## config.mk

```make
export PLATFORM = sky130hd
export DESIGN_NAME = avg_seq_ctrl
export DESIGN_NICKNAME = d
export VERILOG_FILES = /design/src/rtl/avg_seq_ctrl.sv
export SDC_FILE = /design/constraint.sdc
export NUM_CORES = 1
export LEC_CHECK = 0
export BUFFER_PORTS_ARGS = -buffer_cell sky130_fd_sc_hd__buf_2
export CORE_AREA = 8 8 45 47
export DETAILED_ROUTE_END_ITERATION = 7
export DIE_AREA = 0 0 53 55
export PLACE_DENSITY = 0.73
export SLEW_MARGIN = 20
export SYNTH_ARGS = -nofsm -noshare
export SYNTH_HDL_FRONTEND = slang
export SYNTH_SLANG_ARGS = --single-unit
```

## constraint.sdc

```tcl
create_clock -name clk -period 2.05 [get_ports clk]
set_input_delay 0.1025 -clock clk [delete_from_list [all_inputs] [get_ports clk]]
set_output_delay 0.1025 -clock clk [all_outputs]
set_load 0.02 [all_outputs]
```

## src/rtl/avg_seq_ctrl.sv

```systemverilog
// Averager sequencer: reads N_PAIRS pilot pairs, then steers averager writes one cycle later.
// Optional abort input enabled by defining AVG_SEQ_CTRL_ABORT_EN.
module avg_seq_ctrl #(
  parameter int ADDR_W  = 3,
  parameter int N_PAIRS = 4
) (
  input  logic              clk,
  input  logic              rst,
  input  logic              start,
`ifdef AVG_SEQ_CTRL_ABORT_EN
  input  logic              abort,
`endif
  output logic              rd_en,
  output logic [ADDR_W-1:0] rd_addr_a,
  output logic [ADDR_W-1:0] rd_addr_b,
  output logic              avg_en,
  output logic [1:0]        avg_wr_addr,
  output logic              busy,
  output logic              done
);

  // state  | meaning
  // IDLE   | waiting for start, all outputs quiet
  // READ   | one pilot pair read per cycle, k = 0..N_PAIRS-1
  // DRAIN  | last averager write for pair N_PAIRS-1
  // DONE   | one-cycle done pulse, busy dropped
  typedef enum logic [1:0] {
    S_IDLE  = 2'd0,
    S_READ  = 2'd1,
    S_DRAIN = 2'd2,
    S_DONE  = 2'd3
  } state_t;

  localparam logic [ADDR_W-1:0] K_LAST = ADDR_W'(N_PAIRS - 1);
  localparam logic [ADDR_W-1:0] B_OFS  = ADDR_W'(N_PAIRS);
  localparam logic [ADDR_W-1:0] K_ONE  = ADDR_W'(1);

  state_t            state, state_nxt;
  logic [ADDR_W-1:0] k, k_nxt;
  logic              rd_en_nxt, avg_en_nxt, busy_nxt, done_nxt;
  logic [ADDR_W-1:0] addr_a_nxt, addr_b_nxt;
  logic [1:0]        wr_addr_nxt;
  logic              abort_i;

`ifdef AVG_SEQ_CTRL_ABORT_EN
  assign abort_i = abort;
`else
  assign abort_i = 1'b0;
`endif

  always_comb begin
    state_nxt   = state;
    k_nxt       = k;
    rd_en_nxt   = 1'b0;
    addr_a_nxt  = '0;
    addr_b_nxt  = '0;
    busy_nxt    = 1'b0;
    done_nxt    = 1'b0;
    // averager side trails the read side by exactly one cycle
    avg_en_nxt  = rd_en;
    wr_addr_nxt = rd_en ? 2'(rd_addr_a) : 2'b00;

    case (state)
      S_IDLE: begin
        if (start && !abort_i) begin
          state_nxt = S_READ;
          k_nxt     = '0;
          rd_en_nxt = 1'b1;
          busy_nxt  = 1'b1;
        end
      end
      S_READ: begin
        if (abort_i) begin
          state_nxt   = S_IDLE;
          k_nxt       = '0;
          avg_en_nxt  = 1'b0;
          wr_addr_nxt = 2'b00;
        end else if (k == K_LAST) begin
          state_nxt = S_DRAIN;
          busy_nxt  = 1'b1;
        end else begin
          k_nxt     = k + K_ONE;
          rd_en_nxt = 1'b1;
          busy_nxt  = 1'b1;
        end
      end
      S_DRAIN: begin
        if (abort_i) begin
          state_nxt   = S_IDLE;
          avg_en_nxt  = 1'b0;
          wr_addr_nxt = 2'b00;
        end else begin
          state_nxt = S_DONE;
          done_nxt  = 1'b1;
        end
        k_nxt = '0;
      end
      S_DONE: begin
        state_nxt = S_IDLE;
      end
      default: begin
        state_nxt = S_IDLE;
        k_nxt     = '0;
      end
    endcase

    if (rd_en_nxt) begin
      addr_a_nxt = k_nxt;
      addr_b_nxt = k_nxt + B_OFS;
    end
  end

  always_ff @(posedge clk) begin
    if (rst) begin
      state       <= S_IDLE;
      k           <= '0;
      rd_en       <= 1'b0;
      rd_addr_a   <= '0;
      rd_addr_b   <= '0;
      avg_en      <= 1'b0;
      avg_wr_addr <= 2'b00;
      busy        <= 1'b0;
      done        <= 1'b0;
    end else begin
      state       <= state_nxt;
      k           <= k_nxt;
      rd_en       <= rd_en_nxt;
      rd_addr_a   <= addr_a_nxt;
      rd_addr_b   <= addr_b_nxt;
      avg_en      <= avg_en_nxt;
      avg_wr_addr <= wr_addr_nxt;
      busy        <= busy_nxt;
      done        <= done_nxt;
    end
  end

endmodule

```

Word-level counts from Yosys, hierarchy flattened
Index checks and enable logic that the tools add are counted.
Widths: inputs -> output; s select.
{"block": "totals", "ff_bits": 17, "rom_bits": 0, "output_inout_bits": 12, "ramBits": 0, "latch_bits": 0, "mem_count": 0}
{"block": "classes", "n_eq_ne": 6, "reduce_logical": 4, "order_cmp": 0, "multipliers": 0, "n_div": 0, "bitwise_logic": 2, "n_mux": 11, "n_addsub": 2, "shift": 0}
{"cell": "$pmux 3 s3", "count": 1}
{"cell": "$pmux 2 s4", "count": 1}
{"cell": "$mux 3", "count": 2}
{"cell": "$eq 2x2->1 const B", "count": 2}
{"cell": "$mux 2", "count": 2}
{"cell": "$ne 2x2->1 const B", "count": 2}
{"cell": "$pmux 1 s2", "count": 2}
{"cell": "$reduce_or 2->1", "count": 2}
{"cell": "$add 3x1->3 const B", "count": 1}
{"cell": "$add 3x3->3 const B", "count": 1}
{"cell": "$eq 3x2->1 const B", "count": 1}
{"cell": "$mux 1", "count": 3}
{"cell": "$eq 2x1->1 const B", "count": 1}
{"cell": "$logic_not 2->1", "count": 1}
{"cell": "$not 1->1", "count": 2}
{"cell": "$reduce_and 2->1", "count": 1}

Longest topological paths before layout
{"block": "depth", "word_depth": 5, "mapped_depth": 6, "depth_no_buf": 6}

Worst setup path before layout
No wires, ideal clock.
{"block": "synth_path", "path_type": "register -> register", "from": "register state[0]", "to": "register rd_addr_a[1]", "period_less_slack_ns": 1.571, "required_ns": 1.935, "n_path_buf": 0, "path_stages_with_launch": 7, "arrival_ns": 1.456, "setup_time_ns": 0.115, "slack_ns": 0.479, "cell_sequence": "dfxtp_1 > inv_1 > ha_1 > nor2b_4 > a311o_1 > a22o_1 > and2_1"}
{"block": "synth_via", "elab_chain_cells": 4, "word_cells_on_any_way": 7, "cone_classes": "eq/ne (2); mux (2); bitwise (1); reduce/logical (2)"}
{"element": "from (decl)", "line_no": "38", "source": "state_t state, state_nxt;"}
{"element": "from (signal assigned)", "line_no": "125", "source": "state <= state_nxt;"}
{"element": "$eq 2x1->1 / $logic_not 2->1 (equally long branches)", "line_no": "63", "source": "case (state)"}
{"element": "$pmux 1 s2", "line_no": "63"}
{"element": "$not 1->1 (no source line)"}
{"element": "$reduce_or 2->1 (no source line)"}
{"element": "to (signal assigned)", "line_no": "128", "source": "rd_addr_a <= addr_a_nxt;"}
{"element": "to (decl)", "line_no": "14", "source": "output logic [ADDR_W-1:0] rd_addr_a,"}
Several ways; a longest one is shown, not always the timed one.
A chain may end at the register's enable or synchronous reset.

Worst setup path in the final report
Same ends and word-level chain as after synthesis.

==> reports/metrics.yaml <==
run_status:
  outcome: "complete, no violations"
synth:
  synthFlopType: "dfxtp_1"
  syn_inst: 57
  synth.net_count: 66
  synthXorXnorAreaFrac_pct: 0
  synth.distinct_cells: 18
  synthArstFlopShare_pct: 0
  synth-compound-area-share_pct: 9.43
  synthAdderAreaFrac_pct: 12.6
  syn_avg_cell_area_um2: 10.5
  synth_edf_count: 0
  synth_top_area_cell: "dfxtp_1"
  ys_seq_elements: 15
  ys_warn_count: 0
  synth_area_leaders: "dfxtp_1, ha_1, nor2b_1"
  ys_seq_area_share_pct: 50.3
  synthSimpleGateAreaFrac_pct: 19.3
  synth_commonest_cells: "dfxtp_1, ha_1, nor2_1"
  synth_top_area_share_pct: 50.3
  netlist_area_um2: 597
  synth_most_common_cell: "dfxtp_1"
  muxShareOfSynthArea_pct: 3.35
  synth_top_family_by_area: "simple AND/OR/NAND/NOR gates"
cells_and_area:
  nNetsFinal: 82
  syn2layout_area_growth_pct: 17.0
  fillers: 133
  final_area_um2: 698
  antenna_cells: 0
  fin_cells: 88
  drive_gt1_share_pct: 26.4
floorplanning:
  die-area_um2: 2920
  die_x_um: 53
  io_pins: 15
  initial_core_util_pct: 43.1
  die_height_um: 55
  core_area_um2: 1380
  rows: 14
worst_setup_path:
  required_ps: 2230
  reg2reg_from: "state[0]"
  slowest_stage: "dfxtp_1"
  path_class: "reg -> reg"
  slowest_delay_ps: 390
  worstSetupStartpointType: "flip-flop"
  crit_fanout: 4
  r2r_end: "rd_addr_a[1]"
  critPathCaptureType: "flip-flop"
  cp.arrival_ps: 1840
  reg2regPathDepth: 6
  cp_cell_sequence: "inv_1, ha_1, nor2b_4, a311o_1, a22o_1, and2_1"
  reg2reg_setup_slack_ps: 390
timing:
  fin_crit_ps: 1660
  hold_violations: 0
  clock_skew_ps: 3.63
  timing.final.ws_setup_ps: 394
  tns_ps: 0
  rsz0062_at_grt: "false"
  tightest_slew_ps: 343
  slew_viol_final: 0
  finalCritPeriodShare_pct: 80.8
  fmax_ghz: 0.604
  finalSetupViolCount: 0
  slew_headroom_pct: 77.0
hold_path:
  hold_start: "rst"
  hold_path_class: "in -> reg"
  holdPathStages: 2
  hold_end: "done"
drt:
  routed_wl_um: 918
  drt-met1-wl_um: 419
  dr_total_vias: 405
  drtPass1Iterations: 4
  avgViaCountPerCell: 4.60
  routed.top_layer: "met4"
  ant_nets: 0
  drt_iter0_drc: 6
  drc: 0
  drt-wirelength-per-cell_um: 10.4
  met3WireLength_um: 69
  wl_met2_um: 410
place:
  placed_area_um2: 668
  place_inst: 84
  place_congestion: 0.774
  post-dp-hpwl_um: 733
  io_buffers: 14
  pre_cts_ws_ps: 407
global_route:
  grt_antenna_before_repair: 0
  grt_usage_pct: 7.40
  grt_max_degree: 11
  grt_pass1_wl_um: 1580
  grt_pass1_vias: 378
  overflow: 0
clock_tree:
  cts_resized: 0
  root_buffer: "clkbuf_4"
  cts_buffer_depth: 2
  cts_tree: "done"
  cts_setup_buffers: 0
  clkSlewWorstSetupHoldPaths_ps: 90
  insertion_delay_ps: 270
  cts_buffers: 3
  cts.sinks: 15
  htreeDepth: 1
  ctsHoldBuffers: 0
power:
  p_total_mw: 0.949
  vdd_drop_max_uv: 514
  p_leak_nw: 0.340
  p_per_area_nw_per_um2: 1360
run:
  drv_cap: 0
## through the flow
stage / util (%) / hold slack (ps)
finish: 50.5 / 112
global route: 50.5 / 112
CTS: 50.5 / 111
detailed placement: 48.3 / 410
global placement: 48.3 / 408
floorplan: - / 247
## cell type report
type                            instances  area [um^2]  area share, %
Clock buffer                            3         22.5           3.23
Clock inverter                          1         7.51           1.08
Multi-Input combinational cell         36          267           38.2
Timing Repair Buffer                   14         70.1           10.0
Inverter                                3         11.3           1.61
Sequential cell                        15          300           43.0
Tap cell                               16         20.0           2.87
## how the worst max path moves through the flow
stage	from	to	slack, ps	cells after the start
after floorplan	state[0]	rd_addr_a[1]	480	6
after global placement	state[0]	rd_addr_a[1]	440	6
after detailed placement	state[0]	rd_addr_a[1]	410	6
after CTS	state[0]	rd_addr_a[1]	400	6
after global routing	state[0]	rd_addr_a[1]	310	6
final	state[0]	rd_addr_a[1]	390	6
## layer usage
metal  global-route usage [%]  vias up
li1                         -      216
met3                     2.41        2
met5                        0        -
met4                     5.17        0
met2                     11.3       11
met1                     8.58      176
## report_power, final
group / leakage, nW / total [mW] / internal (mW) / switching (mW)
Sequential: 0.123 / 0.393 / 0.357 / 0.0363
Clock: 0.0139 / 0.168 / 0.0738 / 0.0946
Combinational: 0.204 / 0.388 / 0.166 / 0.222
Total: 0.340 / 0.949 / 0.597 / 0.352
## placed cells by master, fill, tap and decap left out, drive strengths merged
cell and count:
ha 6, clkinvlp 1, inv 3, and2 4, a311o 1, dfxtp 15, a22o 1, a21oi 3
a211oi 2, nand2 2, mux2i 2, and3b 1, o31ai 1, nor2b 6, nor2 6, buf 14
nand2b 1, clkbuf 3
## critical path, delay by kind of cell, from the launching register on
| kind | cells | cell delay [ps] |
|---|---|---|
| AO/OA/AOI/OAI | 2 | 570 |
| AND/OR/NAND/NOR | 2 | 290 |
| buffers and inverters | 1 | 90 |
| flip-flops | 1 | 390 |
| adder cells (fa/ha/maj) | 1 | 230 |
## kinds of logic (layout without fill, tap and decap cells)
| group | count (synthesis) | after routing |
|---|---|---|
| AO/OA/AOI/OAI | 8 | 8 |
| multiplexers | 2 | 2 |
| AND/OR/NAND/NOR | 20 | 20 |
| buffers and inverters | 6 | 21 |
| flip-flops | 15 | 15 |
| adder cells (fa/ha/maj) | 6 | 6 |
## registers in the layout, summed over array words and instances (netlist names)
name	flops
rd_addr_a	3
state	2
avg_en	1
avg_wr_addr	2
k	3
done	1
rd_addr_b	1
rd_en	1
busy	1
No activity file was read; power rests on OpenSTA's default activity.
